==> config.mk <==
export PLATFORM = sky130hd
export DESIGN_NAME = biriscv_imem_arb_flat
export DESIGN_NICKNAME = d
export VERILOG_FILES = /design/src/rtl/biriscv_imem_arb_pkg.sv /design/src/rtl/biriscv_imem_arb_if.sv /design/src/rtl/biriscv_imem_arb_fifo.sv /design/src/rtl/biriscv_imem_arb.sv /design/src/flat_wrapper.sv
export SDC_FILE = /design/constraint.sdc
export NUM_CORES = 1
export LEC_CHECK = 0
export ABC_AREA = 0
export BUFFER_PORTS_ARGS = -buffer_cell sky130_fd_sc_hd__buf_2
export CAP_MARGIN = 20
export CORE_AREA = 2 2 124 126
export CTS_CLUSTER_SIZE = 28
export DETAILED_ROUTE_END_ITERATION = 10
export DIE_AREA = 0 0 126 128
export GPL_TIMING_DRIVEN = 0
export HOLD_SLACK_MARGIN = 0.02
export PLACE_DENSITY = 0.45
export SETUP_SLACK_MARGIN = 0.4
export SYNTH_ARGS = -nofsm -noshare
export SYNTH_HDL_FRONTEND = slang
export SYNTH_SLANG_ARGS = --single-unit
==> constraint.sdc <==
create_clock -name clk_i -period 3.8 [get_ports clk_i]
set_clock_uncertainty 0.2 [all_clocks]
set_input_delay 0.57 -clock clk_i [delete_from_list [all_inputs] [get_ports clk_i]]
set_output_delay 0.57 -clock clk_i [all_outputs]
set_load 0.01 [all_outputs]
==> src/rtl/biriscv_imem_arb_pkg.sv <==
// Shared definitions for the instruction-memory arbiter: FSM state encoding
// and the owner ids stored in the outstanding-read FIFO.
// Latency: n/a (package). Backpressure: n/a (package).
package biriscv_imem_arb_pkg;

    localparam logic [1:0] ARB   = 2'd0;
    localparam logic [1:0] LOCK  = 2'd1;
    localparam logic [1:0] DRAIN = 2'd2;
    localparam logic [1:0] FLUSH = 2'd3;

    typedef enum logic [1:0] {
        S_ARB   = ARB,
        S_LOCK  = LOCK,
        S_DRAIN = DRAIN,
        S_FLUSH = FLUSH
    } arb_state_t;

    localparam logic OWNER_REQ0 = 1'b0;
    localparam logic OWNER_REQ1 = 1'b1;

endpackage

==> src/rtl/biriscv_imem_arb_if.sv <==
// Bundle of the two requester ports and the icache port around the arbiter.
// Latency: n/a (wiring). Backpressure: carried by reqN_accept_o / icache_accept_i.
// Modports: slave = arbiter view, master = environment (requesters + icache).
interface biriscv_imem_arb_if;
    import biriscv_imem_arb_pkg::*;

    // requester 0 (frontend fetch)
    logic        req0_rd_i;
    logic [31:0] req0_pc_i;
    logic [1:0]  req0_priv_i;
    logic        req0_flush_i;
    logic        req0_invalidate_i;
    logic        req0_accept_o;
    logic        req0_valid_o;
    logic        req0_error_o;
    logic        req0_page_fault_o;
    logic [63:0] req0_inst_o;

    // requester 1 (secondary instruction-side master)
    logic        req1_rd_i;
    logic [31:0] req1_pc_i;
    logic [1:0]  req1_priv_i;
    logic        req1_accept_o;
    logic        req1_valid_o;
    logic        req1_error_o;
    logic        req1_page_fault_o;
    logic [63:0] req1_inst_o;

    // icache port
    logic        icache_rd_o;
    logic [31:0] icache_pc_o;
    logic [1:0]  icache_priv_o;
    logic        icache_flush_o;
    logic        icache_invalidate_o;
    logic        icache_accept_i;
    logic        icache_valid_i;
    logic        icache_error_i;
    logic        icache_page_fault_i;
    logic [63:0] icache_inst_i;

    modport slave (
        input  req0_rd_i, req0_pc_i, req0_priv_i, req0_flush_i, req0_invalidate_i,
        output req0_accept_o, req0_valid_o, req0_error_o, req0_page_fault_o, req0_inst_o,
        input  req1_rd_i, req1_pc_i, req1_priv_i,
        output req1_accept_o, req1_valid_o, req1_error_o, req1_page_fault_o, req1_inst_o,
        output icache_rd_o, icache_pc_o, icache_priv_o, icache_flush_o, icache_invalidate_o,
        input  icache_accept_i, icache_valid_i, icache_error_i, icache_page_fault_i, icache_inst_i
    );

    modport master (
        output req0_rd_i, req0_pc_i, req0_priv_i, req0_flush_i, req0_invalidate_i,
        input  req0_accept_o, req0_valid_o, req0_error_o, req0_page_fault_o, req0_inst_o,
        output req1_rd_i, req1_pc_i, req1_priv_i,
        input  req1_accept_o, req1_valid_o, req1_error_o, req1_page_fault_o, req1_inst_o,
        input  icache_rd_o, icache_pc_o, icache_priv_o, icache_flush_o, icache_invalidate_o,
        output icache_accept_i, icache_valid_i, icache_error_i, icache_page_fault_i, icache_inst_i
    );

endinterface

==> src/rtl/biriscv_imem_arb_fifo.sv <==
// In-order owner FIFO (1 bit wide) recording which requester issued each read.
// Latency: head visible combinationally; push/pop take effect at the next edge.
// Backpressure: full_o; caller must not push when full unless popping the same cycle.
// Ports: clk_i/rst_i (sync, active-low), push_i/data_i, pop_i/data_o, full_o, empty_o, count_o.
module biriscv_imem_arb_fifo
    import biriscv_imem_arb_pkg::*;
#(
    parameter int DEPTH   = 2,
    parameter int DEPTH_W = 1
) (
    input  logic             clk_i,
    input  logic             rst_i,
    input  logic             push_i,
    input  logic             data_i,
    input  logic             pop_i,
    output logic             data_o,
    output logic             full_o,
    output logic             empty_o,
    output logic [DEPTH_W:0] count_o
);

    localparam logic [DEPTH_W:0] FULL_CNT = (DEPTH_W + 1)'(DEPTH);

    logic [DEPTH-1:0]   mem_q;
    logic [DEPTH_W-1:0] wr_ptr_q;
    logic [DEPTH_W-1:0] rd_ptr_q;
    logic [DEPTH_W:0]   count_q;

    // DEPTH is a power of two, so pointers wrap naturally. A push+pop at full
    // writes the slot being popped, which is safe because the head is read
    // combinationally before the edge.
    always_ff @(posedge clk_i) begin
        if (!rst_i) begin
            mem_q    <= '0;
            wr_ptr_q <= '0;
            rd_ptr_q <= '0;
            count_q  <= '0;
        end else begin
            if (push_i) begin
                mem_q[wr_ptr_q] <= data_i;
                wr_ptr_q        <= wr_ptr_q + 1'b1;
            end
            if (pop_i) begin
                rd_ptr_q <= rd_ptr_q + 1'b1;
            end
            case ({push_i, pop_i})
                2'b10:   count_q <= count_q + 1'b1;
                2'b01:   count_q <= count_q - 1'b1;
                default: count_q <= count_q;
            endcase
        end
    end

    assign data_o  = mem_q[rd_ptr_q];
    assign full_o  = (count_q == FULL_CNT);
    assign empty_o = (count_q == '0);
    assign count_o = count_q;

endmodule

==> src/rtl/biriscv_imem_arb.sv <==
// Shares the icache read port between req0 (fetch) and req1, routes responses
// back in issue order and sequences flush/invalidate around in-flight reads.
// Latency: request and response paths are combinational (zero added cycles).
// Backpressure: reads held via LOCK until icache_accept_i; owner FIFO full blocks grants.
// Ports: clk_i, rst_i (sync, active-low), bus (biriscv_imem_arb_if.slave).
// Build option: BIRISCV_IMEM_ARB_RR_EN selects round-robin instead of fixed req0 priority.
module biriscv_imem_arb
    import biriscv_imem_arb_pkg::*;
#(
    parameter int MAX_OUTSTANDING   = 2,
    parameter int MAX_OUTSTANDING_W = 1
) (
    input  logic                clk_i,
    input  logic                rst_i,
    biriscv_imem_arb_if.slave   bus
);

    arb_state_t state_q;
    logic       lock_owner_q;
    logic       pend_flush_q;
    logic       pend_inv_q;

    logic                       fifo_full;
    logic                       fifo_empty;
    logic                       fifo_head;
    logic [MAX_OUTSTANDING_W:0] fifo_count;

    logic pend_any;
    logic can_issue;
    logic arb_owner;
    logic gnt_vld;
    logic gnt_owner;
    logic push;
    logic pop;
    logic rsp0;
    logic rsp1;

    assign pend_any  = pend_flush_q | pend_inv_q;
    // A response popping this cycle frees a slot for a read accepted this cycle.
    assign can_issue = !fifo_full || bus.icache_valid_i;

`ifdef BIRISCV_IMEM_ARB_RR_EN
    logic rr_q;

    // rr_q names the master preferred when both request.
    assign arb_owner = (bus.req0_rd_i && bus.req1_rd_i) ? rr_q :
                       (bus.req1_rd_i ? OWNER_REQ1 : OWNER_REQ0);

    always_ff @(posedge clk_i) begin
        if (!rst_i) begin
            rr_q <= OWNER_REQ0;
        end else if (push) begin
            rr_q <= ~gnt_owner;
        end
    end
`else
    assign arb_owner = bus.req0_rd_i ? OWNER_REQ0 : OWNER_REQ1;
`endif

    always_comb begin
        gnt_vld   = 1'b0;
        gnt_owner = arb_owner;
        if (state_q == S_LOCK) begin
            gnt_vld   = 1'b1;
            gnt_owner = lock_owner_q;
        end else if (state_q == S_ARB && !pend_any && can_issue &&
                     (bus.req0_rd_i || bus.req1_rd_i)) begin
            gnt_vld = 1'b1;
        end
        if (!rst_i) begin
            gnt_vld = 1'b0;
        end
    end

    assign push = gnt_vld && bus.icache_accept_i;
    assign pop  = rst_i && bus.icache_valid_i && !fifo_empty;

    biriscv_imem_arb_fifo #(
        .DEPTH   (MAX_OUTSTANDING),
        .DEPTH_W (MAX_OUTSTANDING_W)
    ) u_owner_fifo (
        .clk_i   (clk_i),
        .rst_i   (rst_i),
        .push_i  (push),
        .data_i  (gnt_owner),
        .pop_i   (pop),
        .data_o  (fifo_head),
        .full_o  (fifo_full),
        .empty_o (fifo_empty),
        .count_o (fifo_count)
    );

    always_ff @(posedge clk_i) begin
        if (!rst_i) begin
            state_q      <= S_ARB;
            lock_owner_q <= OWNER_REQ0;
            pend_flush_q <= 1'b0;
            pend_inv_q   <= 1'b0;
        end else begin
            case (state_q)
                S_ARB: begin
                    if (pend_any) begin
                        state_q <= S_DRAIN;
                    end else if (gnt_vld && !bus.icache_accept_i) begin
                        state_q      <= S_LOCK;
                        lock_owner_q <= gnt_owner;
                    end
                end
                S_LOCK: begin
                    if (bus.icache_accept_i) begin
                        state_q <= S_ARB;
                    end
                end
                S_DRAIN: begin
                    if (fifo_count == '0) begin
                        state_q <= S_FLUSH;
                    end
                end
                default: begin
                    state_q <= S_ARB;
                end
            endcase

            // Pulses accumulate until the single FLUSH cycle consumes them.
            if (state_q == S_FLUSH) begin
                pend_flush_q <= 1'b0;
                pend_inv_q   <= 1'b0;
            end else begin
                pend_flush_q <= pend_flush_q | bus.req0_flush_i;
                pend_inv_q   <= pend_inv_q   | bus.req0_invalidate_i;
            end
        end
    end

    // Request path
    assign bus.icache_rd_o   = gnt_vld;
    assign bus.icache_pc_o   = !gnt_vld ? 32'd0 :
                               (gnt_owner == OWNER_REQ1 ? bus.req1_pc_i : bus.req0_pc_i);
    assign bus.icache_priv_o = !gnt_vld ? 2'd0 :
                               (gnt_owner == OWNER_REQ1 ? bus.req1_priv_i : bus.req0_priv_i);
    assign bus.req0_accept_o = push && (gnt_owner == OWNER_REQ0);
    assign bus.req1_accept_o = push && (gnt_owner == OWNER_REQ1);

    assign bus.icache_flush_o      = rst_i && (state_q == S_FLUSH) && pend_flush_q;
    assign bus.icache_invalidate_o = rst_i && (state_q == S_FLUSH) && pend_inv_q;

    // Response path: only the FIFO head's owner sees the response.
    assign rsp0 = pop && (fifo_head == OWNER_REQ0);
    assign rsp1 = pop && (fifo_head == OWNER_REQ1);

    assign bus.req0_valid_o      = rsp0;
    assign bus.req0_error_o      = rsp0 && bus.icache_error_i;
    assign bus.req0_page_fault_o = rsp0 && bus.icache_page_fault_i;
    assign bus.req0_inst_o       = rsp0 ? bus.icache_inst_i : 64'd0;
    assign bus.req1_valid_o      = rsp1;
    assign bus.req1_error_o      = rsp1 && bus.icache_error_i;
    assign bus.req1_page_fault_o = rsp1 && bus.icache_page_fault_i;
    assign bus.req1_inst_o       = rsp1 ? bus.icache_inst_i : 64'd0;

endmodule

==> src/flat_wrapper.sv <==
// flat-port wrapper written by rule: the top's interface ports become plain ports
module biriscv_imem_arb_flat import biriscv_imem_arb_pkg::*;
#(
    parameter int MAX_OUTSTANDING   = 2,
    parameter int MAX_OUTSTANDING_W = 1
)
  (clk_i, rst_i, bus_req0_rd_i, bus_req0_pc_i, bus_req0_priv_i, bus_req0_flush_i, bus_req0_invalidate_i, bus_req0_accept_o, bus_req0_valid_o, bus_req0_error_o, bus_req0_page_fault_o, bus_req0_inst_o, bus_req1_rd_i, bus_req1_pc_i, bus_req1_priv_i, bus_req1_accept_o, bus_req1_valid_o, bus_req1_error_o, bus_req1_page_fault_o, bus_req1_inst_o, bus_icache_rd_o, bus_icache_pc_o, bus_icache_priv_o, bus_icache_flush_o, bus_icache_invalidate_o, bus_icache_accept_i, bus_icache_valid_i, bus_icache_error_i, bus_icache_page_fault_i, bus_icache_inst_i);
  biriscv_imem_arb_if bus_i ();
  input  logic clk_i;
  input  logic rst_i;
  input wire logic [$bits(bus_i.req0_rd_i)-1:0] bus_req0_rd_i;
  input wire logic [$bits(bus_i.req0_pc_i)-1:0] bus_req0_pc_i;
  input wire logic [$bits(bus_i.req0_priv_i)-1:0] bus_req0_priv_i;
  input wire logic [$bits(bus_i.req0_flush_i)-1:0] bus_req0_flush_i;
  input wire logic [$bits(bus_i.req0_invalidate_i)-1:0] bus_req0_invalidate_i;
  output wire logic [$bits(bus_i.req0_accept_o)-1:0] bus_req0_accept_o;
  output wire logic [$bits(bus_i.req0_valid_o)-1:0] bus_req0_valid_o;
  output wire logic [$bits(bus_i.req0_error_o)-1:0] bus_req0_error_o;
  output wire logic [$bits(bus_i.req0_page_fault_o)-1:0] bus_req0_page_fault_o;
  output wire logic [$bits(bus_i.req0_inst_o)-1:0] bus_req0_inst_o;
  input wire logic [$bits(bus_i.req1_rd_i)-1:0] bus_req1_rd_i;
  input wire logic [$bits(bus_i.req1_pc_i)-1:0] bus_req1_pc_i;
  input wire logic [$bits(bus_i.req1_priv_i)-1:0] bus_req1_priv_i;
  output wire logic [$bits(bus_i.req1_accept_o)-1:0] bus_req1_accept_o;
  output wire logic [$bits(bus_i.req1_valid_o)-1:0] bus_req1_valid_o;
  output wire logic [$bits(bus_i.req1_error_o)-1:0] bus_req1_error_o;
  output wire logic [$bits(bus_i.req1_page_fault_o)-1:0] bus_req1_page_fault_o;
  output wire logic [$bits(bus_i.req1_inst_o)-1:0] bus_req1_inst_o;
  output wire logic [$bits(bus_i.icache_rd_o)-1:0] bus_icache_rd_o;
  output wire logic [$bits(bus_i.icache_pc_o)-1:0] bus_icache_pc_o;
  output wire logic [$bits(bus_i.icache_priv_o)-1:0] bus_icache_priv_o;
  output wire logic [$bits(bus_i.icache_flush_o)-1:0] bus_icache_flush_o;
  output wire logic [$bits(bus_i.icache_invalidate_o)-1:0] bus_icache_invalidate_o;
  input wire logic [$bits(bus_i.icache_accept_i)-1:0] bus_icache_accept_i;
  input wire logic [$bits(bus_i.icache_valid_i)-1:0] bus_icache_valid_i;
  input wire logic [$bits(bus_i.icache_error_i)-1:0] bus_icache_error_i;
  input wire logic [$bits(bus_i.icache_page_fault_i)-1:0] bus_icache_page_fault_i;
  input wire logic [$bits(bus_i.icache_inst_i)-1:0] bus_icache_inst_i;
  assign bus_i.req0_rd_i = bus_req0_rd_i;
  assign bus_i.req0_pc_i = bus_req0_pc_i;
  assign bus_i.req0_priv_i = bus_req0_priv_i;
  assign bus_i.req0_flush_i = bus_req0_flush_i;
  assign bus_i.req0_invalidate_i = bus_req0_invalidate_i;
  assign bus_req0_accept_o = bus_i.req0_accept_o;
  assign bus_req0_valid_o = bus_i.req0_valid_o;
  assign bus_req0_error_o = bus_i.req0_error_o;
  assign bus_req0_page_fault_o = bus_i.req0_page_fault_o;
  assign bus_req0_inst_o = bus_i.req0_inst_o;
  assign bus_i.req1_rd_i = bus_req1_rd_i;
  assign bus_i.req1_pc_i = bus_req1_pc_i;
  assign bus_i.req1_priv_i = bus_req1_priv_i;
  assign bus_req1_accept_o = bus_i.req1_accept_o;
  assign bus_req1_valid_o = bus_i.req1_valid_o;
  assign bus_req1_error_o = bus_i.req1_error_o;
  assign bus_req1_page_fault_o = bus_i.req1_page_fault_o;
  assign bus_req1_inst_o = bus_i.req1_inst_o;
  assign bus_icache_rd_o = bus_i.icache_rd_o;
  assign bus_icache_pc_o = bus_i.icache_pc_o;
  assign bus_icache_priv_o = bus_i.icache_priv_o;
  assign bus_icache_flush_o = bus_i.icache_flush_o;
  assign bus_icache_invalidate_o = bus_i.icache_invalidate_o;
  assign bus_i.icache_accept_i = bus_icache_accept_i;
  assign bus_i.icache_valid_i = bus_icache_valid_i;
  assign bus_i.icache_error_i = bus_icache_error_i;
  assign bus_i.icache_page_fault_i = bus_icache_page_fault_i;
  assign bus_i.icache_inst_i = bus_icache_inst_i;
  biriscv_imem_arb #(.MAX_OUTSTANDING(MAX_OUTSTANDING), .MAX_OUTSTANDING_W(MAX_OUTSTANDING_W)) u_core (.clk_i(clk_i), .rst_i(rst_i), .bus(bus_i));
endmodule
==> results.json, run 1 <==
{
  "root_buffer": "clkbuf_16",
  "first_pass_iters": 4,
  "h-tree-depth": 1,
  "pwr-share-clk": 0.238,
  "syn_nets": 544,
  "finalCriticalPeriod_ns": 3.13,
  "p_int_w": 0.000451,
  "crit_type": "in2out",
  "drc": 0,
  "fmaxAchievable_ghz": 0.320,
  "timing.final.ws_setup_ns": 0.672,
  "setup_viol": 0,
  "fillers": 1768,
  "synthArstFlopShare": 0,
  "synth.area.top_cells": "nand2_1 (26%), nor2_1 (25%), dfxtp_1 (11%)",
  "vias_per_cell": 4.03,
  "worst_slew_pin_slew_ns": 0.603,
  "min_period_over_period": 0.823,
  "start_kind": "input port",
  "clockBufferDepth": 2,
  "dp_cells": 902,
  "gp_routability_congestion": 0.822,
  "fin_util": 0.263,
  "placed_cell_area_mm2": 0.00383,
  "status": "complete, no violations",
  "endpoint_kind": "output pin",
  "coreArea_mm2": 0.0149,
  "n_antenna_cell": 0,
  "yosys.cell_types.count": 36,
  "yosysTopAreaCellShare": 0.256,
  "synth_ff_type": "dfxtp_1",
  "ios": 315,
  "grt_overflow": 0,
  "postCtsSetupBuffers": 0,
  "drv_slew": 0,
  "grt_setup_unrepaired": "false",
  "p_switching_w": 0.000330,
  "routed_wl_mm": 11.8,
  "clock_latency_ns": 0.23,
  "die_h_um": 128,
  "fin_area_mm2": 0.00391,
  "yosys_warnings": 0,
  "die_area_mm2": 0.0161,
  "yosysMostFrequentCell": "nand2_1",
  "hold_viol_final": 0,
  "synth_top_cells_by_count": "nand2_1 (138), nor2_1 (137), a21oi_1 (19), a21oi_2 (19), clkbuf_1 (18)",
  "holdBufCountCts": 0,
  "yosys.area.top_type": "nand2_1",
  "layout.cells.non_filler": 906,
  "hold_class": "reg2reg",
  "postRouteAntennaNets": 0,
  "port_buffers": 313,
  "synth_area_mm2": 0.00203,
  "drive_gt1_frac": 0.494,
  "syn_area_per_cell_um2": 5.05,
  "grt_max_degree": 11,
  "num_vias": 3648,
  "clk_pin_slew_ns": 0.04,
  "switching_share": 0.423,
  "area_growth_pct": 92.9,
  "synth_edf_count": 0,
  "grt_pass1_wl_mm": 17.3,
  "antenna_found_initial": 0,
  "path_max_fanout": 10,
  "die_w_um": 126,
  "worstPathRequired_ns": 3.03,
  "num_rows": 45,
  "cts_tree": "built",
  "ys_ff_latch": 11,
  "powerDensity_mw_per_mm2": 200,
  "clock_sinks": 11,
  "wl_per_cell_um": 13.0,
  "grt_pass1_vias": 3396,
  "initial_core_util": 0.136,
  "maxCapViolations": 0,
  "post-dp-hpwl_mm": 9.98,
  "finish.net_count": 862,
  "yosysSeqAreaShare": 0.109,
  "p_comb_frac": 0.582,
  "cts-buffers-inserted": 3,
  "grt_usage": 0.129,
  "pre_cts_ws_ns": 0.520,
  "leakage_nw": 2.37,
  "p_seq_frac": 0.180,
  "setup_tns_ns": 0,
  "ctsResizeCount": 0,
  "ir_worst_vdd_mv": 0.101,
  "synth_cells": 401,
  "slew_headroom": 0.598,
  "crit_arrival_ns": 2.36,
  "drt_iter0_markers": 76
}
metal layers:
| metal | GRT usage | up-vias | wire, um |
|---|---|---|---|
| met4 | 0.0155 | 0 | 102 |
| li1 | - | 1888 | - |
| met2 | 0.255 | 201 | 5910 |
| met3 | 0.0246 | 8 | 1010 |
| met1 | 0.146 | 1551 | 4730 |
| met5 | 0 | - | 0 |
critical path, stage by stage:
cell and delay [ns]:
buf_2 0.19, clkinv_1 0.27, nor2_2 0.31, buf_2 0.32, buf_2 0.27, nand2_1 0.13
nor2_1 0.14, buf_2 0.15
placed cells by master, fill, tap and decap left out, types with 2 or more instances in the layout:
cell       instances
nor2_1           136
mux2_2             2
xor2_1             2
inv_1              4
nand2_1          138
nand2b_1           2
o21ai_0            5
clkbuf_16          3
buf_12             2
clkbuf_1          19
a21oi_1           19
buf_1              4
and4_1             2
mux2i_1            2
o21a_1             3
buf_2            320
nor3_1             5
a21oi_2           19
dfxtp_1           11
or3_1              2
area by class of cell:
class / count / area (um2) / share of cell area
plain buffers: 33 / 184 / 0.0470
well taps: 188 / 235 / 0.0602
inverters: 6 / 22.5 / 0.00576
clock buffers: 4 / 78.8 / 0.0202
repair buffers: 313 / 1570 / 0.401
flip-flops and latches: 11 / 220 / 0.0563
multi-input cells: 351 / 1600 / 0.410
power groups by stage:
stage	Clock [W]	Combinational [W]	Sequential, W
after global placement	0	0.000461	0.000142
after detailed placement	0	0.000459	0.000142
after floorplan	0	0.000268	0.000139
after global routing	0.000202	0.000506	0.000142
after CTS	0.000192	0.000461	0.000140
final	0.000186	0.000455	0.000140
worst paths after layout:
check / start / to / slack (ns) / depth (start not counted)
min reg2reg: u_core.u_owner_fifo.mem_q[0]$_SDFFE_PN0P_ / u_core.u_owner_fifo.mem_q[0]$_SDFFE_PN0P_ / 0.29 / 2
min: u_core.u_owner_fifo.mem_q[0]$_SDFFE_PN0P_ / u_core.u_owner_fifo.mem_q[0]$_SDFFE_PN0P_ / 0.29 / 2
max reg2reg: u_core.u_owner_fifo.count_o[0]$_SDFFE_PN0P_ / u_core.u_owner_fifo.count_o[1]$_SDFFE_PN0P_ / 1.34 / 6
max: rst_i / bus_req1_inst_o[43] / 0.67 / 8
cell families after synthesis:
kind of cell             count (synthesis)  share of synthesized area
AO/OA/AOI/OAI                           50                      0.178
XOR/XNOR                                 3                     0.0130
adder cells (fa/ha/maj)                  1                    0.00617
buffers and inverters                   39                      0.102
flip-flops                              11                      0.109
multiplexers                             5                     0.0278
AND/OR/NAND/NOR                        292                      0.565
per-stage QoR:
| step | hold WS [ns] | total power, W |
|---|---|---|
| 3_3_place_gp | 0.273 | 0.000603 |
| 6_report | 0.291 | 0.000782 |
| 5_1_grt | 0.321 | 0.000850 |
| 2_1_floorplan | 0.248 | 0.000408 |
| 4_1_cts | 0.283 | 0.000793 |
| 3_5_place_dp | 0.270 | 0.000601 |
flip-flops by register name, indices dropped and copies added, names as in the netlist:
register / cells
u_core.lock_owner_q: 1
u_core.pend_flush_q: 1
u_core.pend_inv_q: 1
u_core.state_q: 2
u_core.u_owner_fifo.count_o: 2
u_core.u_owner_fifo.mem_q: 2
u_core.u_owner_fifo.rd_ptr_q: 1
u_core.u_owner_fifo.wr_ptr_q: 1
(Power assumes the default switching activity.)
==> run 2: changes to the inputs <==
- CORE_AREA: 2 2 124 126 -> 2 2 121 123
- DIE_AREA: 0 0 126 128 -> 0 0 123 125
- PLACE_DENSITY: 0.45 -> 0.47
- clock period: 3.8 -> 3.15 ns (I/O delays scaled with it)
==> results.json, run 2 (synthesized netlist as in run 1, its figures left out) <==
{
  "clk_pin_slew_ns": 0.04,
  "ir_worst_vdd_mv": 0.127,
  "worstPathRequired_ns": 2.48,
  "area_growth_pct": 96.3,
  "powerDensity_mw_per_mm2": 243,
  "postRouteAntennaNets": 0,
  "min_period_over_period": 0.833,
  "cp_cell_sequence": "or3b_4 > a32oi_4 > nand2b_1 > buf_6 > buf_12 > a21oi_2 > buf_2",
  "h-tree-depth": 1,
  "mostFrequentLayoutCells": "buf_2 (320), nand2_1 (138), nor2_1 (136), a21oi_2 (19), a21oi_1 (19)",
  "slew_headroom": 0.678,
  "pre_cts_ws_ns": 0.102,
  "ios": 315,
  "finalCriticalPeriod_ns": 2.62,
  "clock_sinks": 11,
  "hold_class": "in2reg",
  "setup_viol": 0,
  "path_max_fanout": 10,
  "fillers": 1681,
  "multiInputGateArea_mm2": 0.00163,
  "cts_tree": "built",
  "grt_pass1_vias": 3396,
  "drv_slew": 0,
  "grt_setup_unrepaired": "false",
  "vias_per_cell": 4.08,
  "leakage_nw": 2.42,
  "root_buffer": "clkbuf_16",
  "port_buffers": 313,
  "n_antenna_cell": 0,
  "clock_latency_ns": 0.24,
  "regArea_um2": 220,
  "start_kind": "register",
  "grt_max_degree": 11,
  "routed_wl_mm": 11.7,
  "coreArea_mm2": 0.0142,
  "endpoint_kind": "output pin",
  "cts-buffers-inserted": 3,
  "crit_arrival_ns": 1.95,
  "first_pass_iters": 4,
  "grt_overflow": 0,
  "drive_gt1_frac": 0.517,
  "final_common_cell": "buf_2",
  "antenna_found_initial": 0,
  "die_w_um": 123,
  "maxCapViolations": 0,
  "drc": 0,
  "grt_usage": 0.135,
  "cpPeakStageDelay_ns": 0.43,
  "num_vias": 3691,
  "crit_type": "reg2out",
  "timing.final.ws_setup_ns": 0.527,
  "setup_tns_ns": 0,
  "num_rows": 44,
  "hold_viol_final": 0,
  "fmaxAchievable_ghz": 0.381,
  "gp_routability_congestion": 0.839,
  "drt_iter0_markers": 98,
  "clockBufferDepth": 2,
  "post-dp-hpwl_mm": 9.91,
  "die_h_um": 125,
  "die_area_mm2": 0.0154,
  "initial_core_util": 0.143,
  "worst_slew_pin_slew_ns": 0.482,
  "finish.net_count": 865,
  "holdWs_ns": 0.246,
  "cp_slowest_cell": "or3b_4",
  "status": "complete, no violations",
  "wl_per_cell_um": 12.9,
  "grt_pass1_wl_mm": 17.0
}
run 2: where the power goes:
part / internal [W] / switching, W
clock network: 0.000170 / 0.0000590
logic: 0.000240 / 0.000327
registers: 0.000155 / 0.0000155
total: 0.000564 / 0.000402
run 2: per-stage QoR:
step	total power, W	instances	area (um2)	utilization
final	0.000966	905	3980	0.280
after global routing	0.00105	905	3980	0.280
after floorplan	0.000492	401	2030	-
after detailed placement	0.000721	898	3820	0.269
after global placement	0.000722	898	3820	0.269
after CTS	0.000960	902	3920	0.276
run 2: critical path, delay by kind of cell (launching register included):
kind | cells | cell delay (ns)
compound gates | 2 | 0.28
buf+inv | 3 | 0.45
flops | 1 | 0.40
simple gates | 2 | 0.59
run 2: final timing paths:
check,startpoint,endpoint,slack [ns],depth (start not counted)
setup reg to reg,u_core.u_owner_fifo.count_o[1]$_SDFFE_PN0P_,u_core.u_owner_fifo.count_o[1]$_SDFFE_PN0P_,0.91,7
hold / removal,bus_req0_flush_i,u_core.pend_flush_q$_SDFF_PP0_,0.25,2
setup / recovery,u_core.u_owner_fifo.count_o[1]$_SDFFE_PN0P_,bus_icache_pc_o[18],0.53,7
hold reg to reg,u_core.u_owner_fifo.wr_ptr_q$_SDFFE_PN0N_,u_core.u_owner_fifo.mem_q[1]$_SDFFE_PN0P_,0.29,2
run 2: metal layers:
metal	vias to the layer above	part of all wire	track usage	routed length (um)
met2	198	0.51	0.267	5910
li1	1897	-	-	-
met3	7	0.092	0.0178	1080
met5	-	0	0	0
met1	1589	0.40	0.155	4620
met4	0	0.0045	0.0167	53
run 2: layout make-up:
class / instances / area share
Sequential cell: 11 / 0.0553
Timing Repair Buffer: 316 / 0.399
Multi-Input combinational cell: 351 / 0.410
Inverter: 6 / 0.00629
Tap cell: 184 / 0.0579
Clock buffer: 4 / 0.0198
Buffer: 33 / 0.0516
run 2: timing repair:
item                                   4_1_cts  5_1_grt
resized for setup                            9       21
buffers inserted                             0        3
setup endpoints to repair                  158      116
endpoints found under the hold margin        0        0
gates cloned                                 0        0
hold buffers                                 0        0
pin swaps                                    0        1
